===== config.mk =====
export PLATFORM = sky130hd
export DESIGN_NAME = count_uart_tx_flat
export DESIGN_NICKNAME = d
export VERILOG_FILES = /design/src/rtl/count_uart_pkg.sv /design/src/rtl/count_uart_if.sv /design/src/rtl/count_uart_baud.sv /design/src/rtl/count_uart_tx.sv /design/src/flat_wrapper.sv
export SDC_FILE = /design/constraint.sdc
export NUM_CORES = 1
export LEC_CHECK = 0
export BUFFER_PORTS_ARGS = -buffer_cell sky130_fd_sc_hd__buf_2
export CAP_MARGIN = 20
export CORE_ASPECT_RATIO = 1.4
export CORE_MARGIN = 1
export CORE_UTILIZATION = 57
export DETAILED_ROUTE_END_ITERATION = 6
export GPL_TIMING_DRIVEN = 0
export PLACE_DENSITY = 0.8
export SYNTH_ARGS = -nofsm -noshare
export SYNTH_HDL_FRONTEND = slang
export SYNTH_HIERARCHICAL = 1
export SYNTH_SLANG_ARGS = --single-unit

===== constraint.sdc =====
create_clock -name clk -period 2.3 [get_ports clk]
set_input_delay 0.23 -clock clk [delete_from_list [all_inputs] [get_ports clk]]
set_output_delay 0.23 -clock clk [all_outputs]
set_load 0.01 [all_outputs]

===== src/rtl/count_uart_pkg.sv =====
// count_uart_pkg: shared types and constants for the counter UART transmitter.
package count_uart_pkg;
    typedef enum logic [1:0] {IDLE, START, DATA, STOP} state_t;
    localparam int DATA_BITS = 8;
    localparam logic START_BIT = 1'b0;
    localparam logic STOP_BIT = 1'b1;
endpackage


===== src/rtl/count_uart_if.sv =====
// count_uart_if: valid/ready byte handshake from the counter into the transmitter.
interface count_uart_if;
    import count_uart_pkg::*;
    logic [DATA_BITS-1:0] data_in;
    logic data_valid;
    logic data_ready;
    modport master(output data_in, data_valid, input data_ready);
    modport slave(input data_in, data_valid, output data_ready);
endinterface


===== src/rtl/count_uart_baud.sv =====
// count_uart_baud: bit-period counter, pulses bit_done on the last cycle of each bit.
module count_uart_baud #(
    parameter int CLKS_PER_BIT = 87
) (
    input  logic clk,
    input  logic rst,
    input  logic restart,
    output logic bit_done
);
    localparam int W = $clog2(CLKS_PER_BIT);
    localparam logic [W-1:0] LAST = W'(CLKS_PER_BIT - 1);
    logic [W-1:0] cnt;
    assign bit_done = cnt == LAST;
    always_ff @(posedge clk) begin
        if (rst || restart || bit_done) cnt <= '0;
        else cnt <= cnt + 1'b1;
    end
endmodule


===== src/rtl/count_uart_tx.sv =====
// count_uart_tx: one-entry holding register feeding an 8N1 UART shifter.
module count_uart_tx
    import count_uart_pkg::*;
#(
    parameter int CLKS_PER_BIT = 87
) (
    input  logic clk,
    input  logic rst,
    count_uart_if.slave bus,
    output logic tx,
    output logic busy
);
    localparam int IW = $clog2(DATA_BITS);
    if (CLKS_PER_BIT < 2 || CLKS_PER_BIT > 65535) begin : g_bad_cfg
        $error("count_uart_tx: CLKS_PER_BIT must be in 2..65535");
    end
    state_t state;
    logic [DATA_BITS-1:0] hold;
    logic [DATA_BITS-1:0] shifter;
    logic hold_full;
    logic [IW-1:0] bit_idx;
    logic bit_done;
    count_uart_baud #(.CLKS_PER_BIT(CLKS_PER_BIT)) u_baud (
        .clk(clk),
        .rst(rst),
        .restart(state == IDLE),
        .bit_done(bit_done)
    );
    assign bus.data_ready = !hold_full;
    assign busy = state != IDLE || hold_full;
    // Accept only fires with hold empty and load only with hold full, so they never collide.
    always_ff @(posedge clk) begin
        if (rst) begin
            state <= IDLE;
            hold <= '0;
            hold_full <= 1'b0;
            shifter <= '0;
            bit_idx <= '0;
            tx <= STOP_BIT;
        end else begin
            if (bus.data_valid && !hold_full) begin
                hold <= bus.data_in;
                hold_full <= 1'b1;
            end
            case (state)
                IDLE: if (hold_full) begin
                    shifter <= hold;
                    hold_full <= 1'b0;
                    state <= START;
                    tx <= START_BIT;
                end
                START: if (bit_done) begin
                    state <= DATA;
                    bit_idx <= '0;
                    tx <= shifter[0];
                end
                DATA: if (bit_done) begin
                    if (bit_idx == IW'(DATA_BITS - 1)) begin
                        state <= STOP;
                        tx <= STOP_BIT;
                    end else begin
                        bit_idx <= bit_idx + 1'b1;
                        tx <= shifter[bit_idx + 1'b1];
                    end
                end
                STOP: if (bit_done) begin
                    state <= hold_full ? START : IDLE;
                    if (hold_full) begin
                        shifter <= hold;
                        hold_full <= 1'b0;
                        tx <= START_BIT;
                    end
                end
                default: state <= IDLE;
            endcase
        end
    end
endmodule


===== src/flat_wrapper.sv =====
// flat-port wrapper written by rule: the top's interface ports become plain ports
module count_uart_tx_flat import count_uart_pkg::*;
#(
    parameter int CLKS_PER_BIT = 87
)
  (clk, rst, tx, busy, bus_data_in, bus_data_valid, bus_data_ready);
  count_uart_if bus_i ();
  input  logic clk;
  input  logic rst;
  output logic tx;
  output logic busy;
  input wire logic [$bits(bus_i.data_in)-1:0] bus_data_in;
  input wire logic [$bits(bus_i.data_valid)-1:0] bus_data_valid;
  output wire logic [$bits(bus_i.data_ready)-1:0] bus_data_ready;
  assign bus_i.data_in = bus_data_in;
  assign bus_i.data_valid = bus_data_valid;
  assign bus_data_ready = bus_i.data_ready;
  count_uart_tx #(.CLKS_PER_BIT(CLKS_PER_BIT)) u_core (.clk(clk), .rst(rst), .bus(bus_i), .tx(tx), .busy(busy));
endmodule

Yosys cells after proc, flatten, opt, wreduce, memory -nomap -nowiden --
Cells that the tools add are included.
Storage, ports and cells: input port bits 11, flip-flop bits (word level) 30, word-level logic and storage cells 60, output and inout port bits 3
Cells by class: add/sub/neg operators 2, magnitude comparators 1, reductions and logical operators 13, multiplexer cells 26, equality and inequality tests 11
Operators by type and width (count):
- 8-bit 2-to-1 mux | 2
- 8-bit one-hot mux with 2 select lines | 1
- 1-bit 2-to-1 mux | 10
- 2-bit 2-to-1 mux | 5
- 3-bit 2-to-1 mux | 3
- 2-bit != test, second input constant | 4
- 2-bit one-hot mux with 4 select lines | 1
- 7-bit by 1-bit adder with 7-bit output, second input constant | 1
- 7-bit equality test, second input constant | 1
- 3-bit one-hot mux with 2 select lines | 1
- 2-bit nonzero test | 3
- 5-bit AND reduction | 1
- 2-bit equality test, second input constant | 2
- 3-bit by 4-bit less-than comparator with 1-bit output, second input constant | 1
- 2-bit by 1-bit != test with 1-bit output, second input constant | 2
- 1-bit one-hot mux with 4 select lines | 1
- 4-bit AND reduction | 1
- 3-bit by 1-bit adder with 3-bit output, second input constant | 1
- 1-bit binary-select mux with 3-bit select | 1
- 3-bit equality test, second input constant | 1
- 1-bit logical OR | 3
- 3-bit AND reduction | 1
- 2-bit by 1-bit equality test with 1-bit output, second input constant | 1
- 2-bit logical NOT | 1
- 4 further kinds | 4

Longest topological paths before layout --
Gate-level depths: netlist (run 1).
word-level depth 6, depth in mapped cells 8, depth with buffers taken out 8

Hierarchy --
The synthesis (run 1) kept the hierarchy.
Modules (own cells, without submodules):
- count_uart_tx | cells each 121, instances 1, area an instance 1102.3 um2, seq. area each 460.4 um2
- count_uart_baud | cells each 33, instances 1, area an instance 301.5 um2, seq. area each 140.1 um2

Worst setup path after synthesis (run 1) --
No wires, ideal clock.
kind flip-flop to flip-flop, start reg u_core.u_baud.cnt[0], end reg u_core.state[0], path buffers 0, path slack 0.570 ns, data required time 2.214 ns, cell stages (with the launch flop) 9, period minus slack after synthesis 1.730 ns, setup time 0.086 ns, arrival 1.645 ns, cell sequence dfxtp_1 -> inv_1 -> ha_1 -> nand4bb_1 -> nor2_1 -> o21ba_2 -> o21ai_0 -> o211ai_1 -> a211oi_1
Between the ends: word-level cells in the longest chain between the ends 3, elaborated cells between the ends (all ways) 5, those cells by class 4 x eq/ne; 1 x reduce/logical
RTL lines:
- from (decl) | line count_uart_baud.sv:12 | logic [W-1:0] cnt;
- from (signal assigned) | line count_uart_baud.sv:16 | else cnt <= cnt + 1'b1;
- 7-bit equality test (*) | line count_uart_baud.sv:13 | assign bit_done = cnt == LAST;
- net u_core.bit_done | line count_uart_tx.sv:22 | logic bit_done;
- 2-bit != test (no source line)
- 5-bit AND reduction (no source line) (*)
- to (signal assigned) | line count_uart_tx.sv:67 | state <= hold_full ? START : IDLE;
- to (decl) | line count_uart_tx.sv:17 | state_t state;
The timed path passes the listed nets; every way through them passes the cells marked *. A chain may end at the register's enable or synchronous reset.

Worst setup path after layout (run 1) --
Same ends and word-level chain as after synthesis.

==> results of run 1 <==
==> layer usage <==
metal | up-vias | part of all wire, %
li1 | 579 | -
met1 | 529 | 43
met2 | 17 | 52
met3 | 5 | 3.1
met4 | 0 | 1.7
met5 | - | 0
==> path summary, 6_finish.rpt <==
path / from / to / slack, ns
worst max-delay path: u_core/u_baud/cnt[0]$_SDFF_PP0_ / u_core/state[0]$_SDFFE_PP0P_ / 0.25
worst min-delay path: bus_data_in[6] / u_core/hold[6]$_SDFFE_PP0P_ / 0.13
worst max register to register: u_core/u_baud/cnt[0]$_SDFF_PP0_ / u_core/state[0]$_SDFFE_PP0P_ / 0.25
worst min register to register: u_core/hold[3]$_SDFFE_PP0P_ / u_core/hold[3]$_SDFFE_PP0P_ / 0.46
==> cell families after synthesis <==
family	share of synthesized area [%]
and+or+nand+nor	19.16
adders and majority gates	7.130
xor gates and xnor gates	1.872
DFF	42.78
muxes	10.34
buffers and inverters	3.475
AOI/OAI and AO/OA	15.24
==> cell type report <==
| cell class | count | share of cell area, % |
|---|---|---|
| plain buffers | 5 | 2.192 |
| multi-input cells | 115 | 48.94 |
| flip-flops and latches | 30 | 38.96 |
| well taps | 22 | 1.786 |
| inverters | 4 | 0.9740 |
| clock buffers | 7 | 2.922 |
| repair buffers | 13 | 4.221 |
==> flip-flops by register name, summed over array words and instances (netlist names) <==
| register | cells |
|---|---|
| u_core/tx | 1 |
| u_core/hold | 8 |
| u_core/shifter | 8 |
| u_core/bit_idx | 3 |
| u_core/u_baud/cnt | 7 |
| u_core/hold_full | 1 |
| u_core/state | 2 |
==> worst max-delay path, cell delays in order (launching register included) <==
cell       delay, ns
dfxtp_1         0.35
inv_1           0.07
ha_1            0.14
nand4bb_1       0.14
nor2_1          0.34
o21ba_2         0.21
o21ai_0         0.35
o211ai_1        0.14
a211oi_1        0.24
==> Yosys cell counts <==
| cell type | instances | area share [%] |
|---|---|---|
| a22oi_1 | 3 | 1.6 |
| o211ai_1 | 1 | 0.53 |
| o21ai_1 | 2 | 0.71 |
| nand4bb_1 | 1 | 0.80 |
| ha_1 | 8 | 7.1 |
| o41ai_2 | 1 | 1.2 |
| xor2_1 | 2 | 1.2 |
| o21ai_0 | 5 | 1.8 |
| a211oi_1 | 1 | 0.53 |
| mux2_2 | 2 | 1.6 |
| o32ai_1 | 1 | 0.62 |
| nor2b_1 | 2 | 0.89 |
| or3_1 | 2 | 0.89 |
| a21o_1 | 1 | 0.53 |
| nand3_2 | 1 | 0.71 |
| inv_1 | 4 | 1.1 |
| a22o_1 | 3 | 1.9 |
| nor3b_1 | 1 | 0.53 |
| nand2_2 | 1 | 0.45 |
| o21ba_2 | 1 | 0.71 |
| a21oi_2 | 1 | 0.62 |
| nand3_1 | 3 | 1.1 |
| nor2_1 | 21 | 5.6 |
| dfxtp_1 | 30 | 43 |
| buf_6 | 2 | 1.6 |
| a221oi_1 | 1 | 0.62 |
| mux2i_1 | 10 | 7.1 |
| nor3_1 | 2 | 0.71 |
| a21oi_1 | 11 | 3.9 |
| and4b_1 | 1 | 0.71 |
| nand2_1 | 23 | 6.1 |
| and3b_1 | 1 | 0.62 |
| xnor2_1 | 1 | 0.62 |
| mux4_2 | 1 | 1.6 |
| clkbuf_1 | 3 | 0.80 |
==> power by group through the flow <==
stage	sequential, mW	clock, mW	combinational (mW)
2_1_floorplan	0.638	0	0.333
3_3_place_gp	0.642	0	0.415
3_5_place_dp	0.648	0	0.437
4_1_cts	0.635	0.286	0.438
5_1_grt	0.645	0.309	0.482
6_report	0.634	0.277	0.438
==> through the flow <==
stage | setup WS (ns) | utilization, % | total power [mW]
final | 0.2544 | 68.44 | 1.349
after detailed placement | 0.3003 | 66.44 | 1.085
after CTS | 0.2816 | 68.44 | 1.360
after global routing | 0.09512 | 68.44 | 1.435
after floorplan | 0.5697 | - | 0.9708
after global placement | 0.3804 | 66.44 | 1.056
==> impl_results.md, run 1 <==
- Status: finished clean
- CP Class: register to register
- Synthesized area: 1404 um2
- First-pass GRT wire length: 4381 um
- Layout cells sized above 1: 16.09%
- Sink Count: 30
- Inserted Clock Buffers: 5
- Overflow after GRT: 0
- Filler cell count: 198
- Crit path max fanout: 7
- DP HPWL: 1984 um
- Gate power share: 32.5%
- GR Util met3: 7.143%
- # setup viols final: 0
- Worst path arrival time: 2.29 ns
- Sw frac: 34.54%
- Clk slew on worst S/H paths: 0.09 ns
- Max Cap Viol: 0
- Most common cell after layout, fill and taps aside: dfxtp_1
- Sequential Power Share: 47.0%
- Register bit total from synthesis: 30
- Ant. Diodes: 0
- Initial Utilization: 62.33%
- Die ar.: 2668 um2
- Nets: 193
- Number of I/O pins: 14
- Clock skew: 0.005531 ns
- Die W: 43.94 um
- Clock root cell: clkbuf_4
- Initial DRT Pass Iterations: 4
- PortBufs: 13
- Post_cts resized: 0
- CTS max path bufs: 2
- Max VDD drop: 0.6274 mV
- Placed Area: 1496 um2
- Final instance area: 1541 um2
- Post-DRT Antenna Nets: 0
- Pins over their slew limit: 0
- Critical Path Start Type: register
- Core ar.: 2252 um2
- Most used routing layer: met2
- Met2 Usage GRT: 40.30%
- P_int: 883.4 uW
- Total number of vias: 1130
- Largest net degree at the start of global routing: 11
- Final min period: 2.046 ns
- Slew @ Worst Pin: 0.5225 ns
- Final hold vios: 0
- P_leak: 0.6442 nW
- M1 GR Usage: 24.86%
- Worst skew pair latency: 0.32 ns
- Syn_nets: 173
- Cells after Synth: 154
- H-Tree Depth: 2
- Hold Slack: 0.1336 ns
- Clock power share: 20.5%
- Tcrit/Tclk final: 88.94%
- Pwr/cell area: 875.4 nW/um2
- Gr usage total: 22.63%
- Vias in the first global route: 1033
- Post-synthesis sequential area ratio: 42.78%
- Synthesis-to-layout area growth: 9.804%
- Switching power: 466.0 uW
- Synth cell types: 35
- DRC: 0
- Slew margin rel.: 64.94%
- Hold Crit Class: input pin to register
- Mean routed wirelength per cell: 13.15 um
- Setup Buffers After CTS: 0
- Required time worst endpoint: 2.55 ns
- Hold-fix buffers, CTS: 0
- Final wirelength: 2577 um
- Final Wtd Congestion: 0.7832
- Avg Vias per Cell: 5.765
- Num rows: 20
- Seq. cell area: 600.6 um2
- CTS tree: yes
- Placed cells: 189
- Synth warn: 6
- Multi-input gate area: 754.5 um2
- R2r worst-path depth: 8
- DRT iter0 DRCs: 16
- RSZ-0062 raised after global routing: false
- Commonest cells after routing, fill and taps aside: dfxtp_1, nand2_1, nor2_1, buf_2, a21oi_1
- FMAX: 488.8 MHz
- Antenna violations before repair: 0
- Endpoint class of the critical path: register
- Syn Area/Cell: 9.116 um2
- Setup TNS Final: 0 ns
- Chip height: 60.72 um
- Fin cells: 196
- Hold Crit Depth: 3
(Power assumes the default switching activity.)
==> run 2: changes to the inputs <==
CTS_CLUSTER_DIAMETER = 100   (was unset)
SYNTH_HIERARCHICAL = unset   (was 1)
==> impl_results.md, run 2 <==
- Final hold vios: 0
- Setup TNS Final: 0 ns
- Most common cell after layout, fill and taps aside: dfxtp_1
- Crit-path max cell delay: 0.44 ns
- # setup viols final: 0
- Most used routing layer: met2
- Number of I/O pins: 14
- Worst path arrival time: 2.16 ns
- Synthesized area: 1480 um2
- Inserted Clock Buffers: 5
- Register bit total from synthesis: 30
- Sink Count: 30
- Final setup margin: 0.3487 ns
- Critical Path Start Type: register
- M1 GR Usage: 29.89%
- Largest net degree at the start of global routing: 11
- Clock root cell: clkbuf_4
- Synthesis-to-layout area growth: 12.17%
- Hold Crit Class: input pin to register
- Layout cells sized above 1: 14.53%
- Clk slew on worst S/H paths: 0.10 ns
- Syn_nets: 178
- Die W: 45.07 um
- Slew @ Worst Pin: 0.4886 ns
- Layout Utilization: 68.69%
- Total number of vias: 1144
- Syn Area/Cell: 9.309 um2
- GR Util met3: 9.884%
- CTS max path bufs: 2
- H-Tree Depth: 2
- Final wirelength: 2854 um
- FMAX: 512.5 MHz
- DRT iter0 DRCs: 21
- Post-synthesis sequential area ratio: 40.57%
- Place WS: 0.3270 ns
- Pwr/cell area: 889.7 nW/um2
- RSZ-0062 raised after global routing: false
- Required time worst endpoint: 2.51 ns
- Post-DRT Antenna Nets: 0
- Final min period: 1.951 ns
- Largest registers: u_core.hold: 8 flops, u_core.shifter: 8 flops, u_core.u_baud.cnt: 7 flops
- Slew margin rel.: 67.42%
- Mean routed wirelength per cell: 13.40 um
- Die ar.: 2807 um2
- P_leak: 0.6602 nW
- Yosys top cell area share: 40.57%
- DRC: 0
- Top cell type by total area after synthesis: dfxtp_1
- Initial Utilization: 61.23%
- Crit path max fanout: 10
- Top cells by count, synth: dfxtp_1, mux2i_1, nor2_1
- Clock skew: 0.009802 ns
- Pins over their slew limit: 0
- Final Wtd Congestion: 0.8424
- Fin cells: 213
- Overflow after GRT: 0
- Hold Crit Depth: 3
- Endpoint class of the critical path: register
- Synth top area cells: dfxtp_1, mux2i_1, ha_1
- Async S/R FF share, synth: 0%
- DP HPWL: 2057 um
- CP top delay family: flip-flops
- R2r worst-path depth: 7
- Max stage delay cell, worst path: dfxtp_1
- Max VDD drop: 0.6367 mV
- Hold Slack: 0.1336 ns
- Gr usage total: 25.91%
- Ant. Diodes: 0
- Avg Vias per Cell: 5.371
- Met2 Usage GRT: 39.67%
- Setup Buffers After CTS: 0
- Max Cap Viol: 0
- Nets: 197
- Core ar.: 2417 um2
- Vias in the first global route: 1183
- Commonest cells after routing, fill and taps aside: dfxtp_1, mux2i_1, nor2_1, nand2_1, buf_2
- Initial DRT Pass Iterations: 4
- Post-synth EDFFs: 0
- Status: finished clean
- Chip height: 62.30 um
- Final instance area: 1660 um2
- Synth warn: 0
- CP Class: register to register
- Critical path depth: 7
- Post_cts resized: 0
- Crit-path cells: inv_1 -> ha_1 -> clkbuf_1 -> nand2b_1 -> a211oi_2 -> mux2i_1 -> nor2_1
- Synth cell types: 31
- Final Power: 1.477 mW
- Most frequent cell after synthesis: dfxtp_1
- Num rows: 21
- CTS tree: yes
- Top_reg_cell synth: dfxtp_1
- Hold-fix buffers, CTS: 0
- Tcrit/Tclk final: 84.84%
- Cells after Synth: 159
- Placed Area: 1583 um2
- Antenna violations before repair: 0
- CP Buf/Inv Count: 2
- PortBufs: 12
- Placed cells: 205
- Worst skew pair latency: 0.33 ns
- First-pass GRT wire length: 5250 um
## run 2: changes by cell type after synthesis, moves of 3 or more
cell      previous run  this run
nand2_1             23        19
o21ai_0              5         0
a22o_1               3         0
nand2b_1             0         4
a22oi_1              3         0
nand3_1              3         6
a21oi_1             11         5
mux2i_1             10        22
## run 2: final timing paths
check	start	to	slack [ns]
max	u_core.state[0]$_SDFFE_PP0P_	u_core.bit_idx[2]$_SDFFE_PP0P_	0.35
max reg2reg	u_core.state[0]$_SDFFE_PP0P_	u_core.bit_idx[2]$_SDFFE_PP0P_	0.35
min reg2reg	u_core.shifter[5]$_SDFFE_PP0P_	u_core.shifter[5]$_SDFFE_PP0P_	0.46
min	bus_data_in[5]	u_core.hold[5]$_SDFFE_PP0P_	0.13
## run 2: cell type report
type | count | area (um2)
clock buffer | 5 | 37.54
sequential | 30 | 600.6
inverter | 6 | 22.52
multi-input combinational | 117 | 833.3
tap | 34 | 42.54
clock inverter | 3 | 40.04
buffer | 6 | 23.77
timing repair buffer | 12 | 60.06
fill | 209 | 757.0
## run 2: cell families after synthesis
logic type               count (synthesis)  share of synthesized area [%]
AND/OR/NAND/NOR                         67                          21.47
flip-flops                              30                          40.58
multiplexers                            24                          18.43
AO/OA/AOI/OAI                           13                          6.678
buffers and inverters                   12                          3.127
adder cells (fa/ha/maj)                  8                          6.763
XOR/XNOR                                 5                          2.959
## run 2: worst min-delay path: cells and delay by family
kind / cells / cell delay (ns)
buffers and inverters: 1 / 0.08
muxes: 1 / 0.05
and+or+nand+nor: 1 / 0.07
## run 2: per-layer routing
metal	wire length [um]	share of wire, %
met3	103	3.6
met4	111	3.9
met1	1227	43
met2	1411	49
met5	0	0
## run 2: power by group
part	leakage (nW)	switching, mW	internal [mW]
Combinational	0.371	0.241	0.193
Sequential	0.244	0.0565	0.579
Clock	0.0450	0.183	0.225
==> run 3: changes to the inputs <==
clock period = 1.8 ns   (was 2.3 ns; I/O delays follow)
==> impl_results.md, run 3 (synthesis gave the netlist of run 2 again) <==
- Status: finished clean
- CTS max path bufs: 2
- Worst skew pair latency: 0.33 ns
- Slew margin rel.: 67.81%
- Initial DRT Pass Iterations: 4
- Post-DRT Antenna Nets: 0
- Number of I/O pins: 14
- Max stage delay cell, worst path: mux4_2
- Ant. Diodes: 0
- Worst path arrival time: 1.96 ns
- Clock root cell: clkbuf_4
- Commonest cells after routing, fill and taps aside: dfxtp_1, mux2i_1, nor2_1, nand2_1, buf_2
- DP HPWL: 2057 um
- Layout cells sized above 1: 21.11%
- Crit-path max cell delay: 0.49 ns
- Clock skew: 0.009492 ns
- Avg Vias per Cell: 5.308
- Die ar.: 2807 um2
- Filler cell count: 203
- Nets: 198
- Synthesis-to-layout area growth: 15.72%
- Placed cells: 205
- Hold Crit Class: input pin to register
- CP top delay family: multiplexers
- Multi-input gate area: 868.3 um2
- Critical Path Start Type: register
- Overflow after GRT: 0
- CTS tree: yes
- Antenna violations before repair: 0
- FMAX: 575.1 MHz
- Die W: 45.07 um
- PortBufs: 12
- Final Power: 1.905 mW
- Core ar.: 2417 um2
- Setup TNS Final: 0 ns
- Inserted Clock Buffers: 5
- First-pass GRT wire length: 5285 um
- Final Wtd Congestion: 0.8424
- Final wirelength: 2936 um
- Vias in the first global route: 1190
- Sink Count: 30
- P_leak: 0.6544 nW
- Gr usage total: 26.02%
- Required time worst endpoint: 2.02 ns
- Chip height: 62.30 um
- Clk slew on worst S/H paths: 0.09 ns
- Final hold vios: 0
- H-Tree Depth: 2
- Endpoint class of the critical path: register
- RSZ-0062 raised after global routing: false
- R2R setup slack: 0.06 ns
- Hold-fix buffers, CTS: 0
- Initial Utilization: 61.23%
- Max Cap Viol: 0
- CP Class: register to register
- Largest registers: u_core.hold: 8 flops, u_core.shifter: 8 flops, u_core.u_baud.cnt: 7 flops
- Most common cell after layout, fill and taps aside: dfxtp_1
- Total number of vias: 1136
- Slew @ Worst Pin: 0.4829 ns
- Pwr/cell area: 1112 nW/um2
- Layout Utilization: 70.86%
- Max VDD drop: 0.8174 mV
- Crit path max fanout: 4
- Pins over their slew limit: 0
- Num rows: 21
- DRT iter0 DRCs: 18
- Tcrit/Tclk final: 96.60%
- # setup viols final: 0
- CP Buf/Inv Count: 0
- Final min period: 1.739 ns
- DRC: 0
- Mean routed wirelength per cell: 13.72 um
- Seq. cell area: 606.8 um2
- Largest net degree at the start of global routing: 11
- Crit-path cells: ha_4 -> mux4_2 -> mux2i_1 -> a21oi_1 -> a211o_1
- Fin cells: 214
==> run 3: area by class of cell <==
type                    instances  share of cell area (%)
flip-flops and latches         30                   35.43
clock inverters                 3                   2.337
inverters                       6                   1.315
clock buffers                   5                   2.191
well taps                      34                   2.484
plain buffers                   5                   1.169
multi-input cells             117                   50.69
repair buffers                 14                   4.383
==> run 3: where the power goes <==
| part | leakage, nW | internal, mW | switching [mW] |
|---|---|---|---|
| sequential | 0.246 | 0.742 | 0.0751 |
| combinational | 0.364 | 0.255 | 0.313 |
| clock | 0.0450 | 0.287 | 0.232 |
==> run 3: worst reg2reg max path, delay by kind of cell, from the launching register on <==
kind	cells	cell delay [ns]
DFF	1	0.37
adders and majority gates	1	0.28
muxes	2	0.64
AOI/OAI and AO/OA	2	0.34
==> run 3: per-stage QoR <==
stage	hold WS, ns	area (um2)	worst slack [ns]
2_1_floorplan	0.3272	1480	0.05142
3_3_place_gp	0.4158	1583	-0.09800
6_report	0.08497	1713	0.06126
3_5_place_dp	0.4235	1583	-0.1730
4_1_cts	0.06970	1679	0.01067
5_1_grt	0.07617	1713	0.003887
==> run 3: path summary, 6_finish.rpt <==
kind,cells after the start,startpoint,end
setup / recovery,5,u_core.bit_idx[0]$_SDFFE_PP0P_,u_core.tx$_SDFFE_PP1P_
hold / removal,3,bus_data_in[5],u_core.hold[5]$_SDFFE_PP0P_
setup reg to reg,5,u_core.bit_idx[0]$_SDFFE_PP0P_,u_core.tx$_SDFFE_PP1P_
hold reg to reg,1,u_core.u_baud.cnt[0]$_SDFF_PP0_,u_core.u_baud.cnt[0]$_SDFF_PP0_
==> run 3: per-layer routing <==
| layer | vias up | routed length [um] | global-route usage, % |
|---|---|---|---|
| met5 | - | 0 | 0 |
| met4 | 0 | 144 | 15.53 |
| met3 | 11 | 123 | 10.17 |
| met1 | 522 | 1244 | 30.08 |
| met2 | 24 | 1424 | 39.13 |
| li1 | 579 | - | - |
==> run 3: what timing repair did <==
action,4_1_cts,5_1_grt
setup endpoints to repair,4,8
buffers inserted,0,2
resized for setup,4,8
pin swaps,1,0
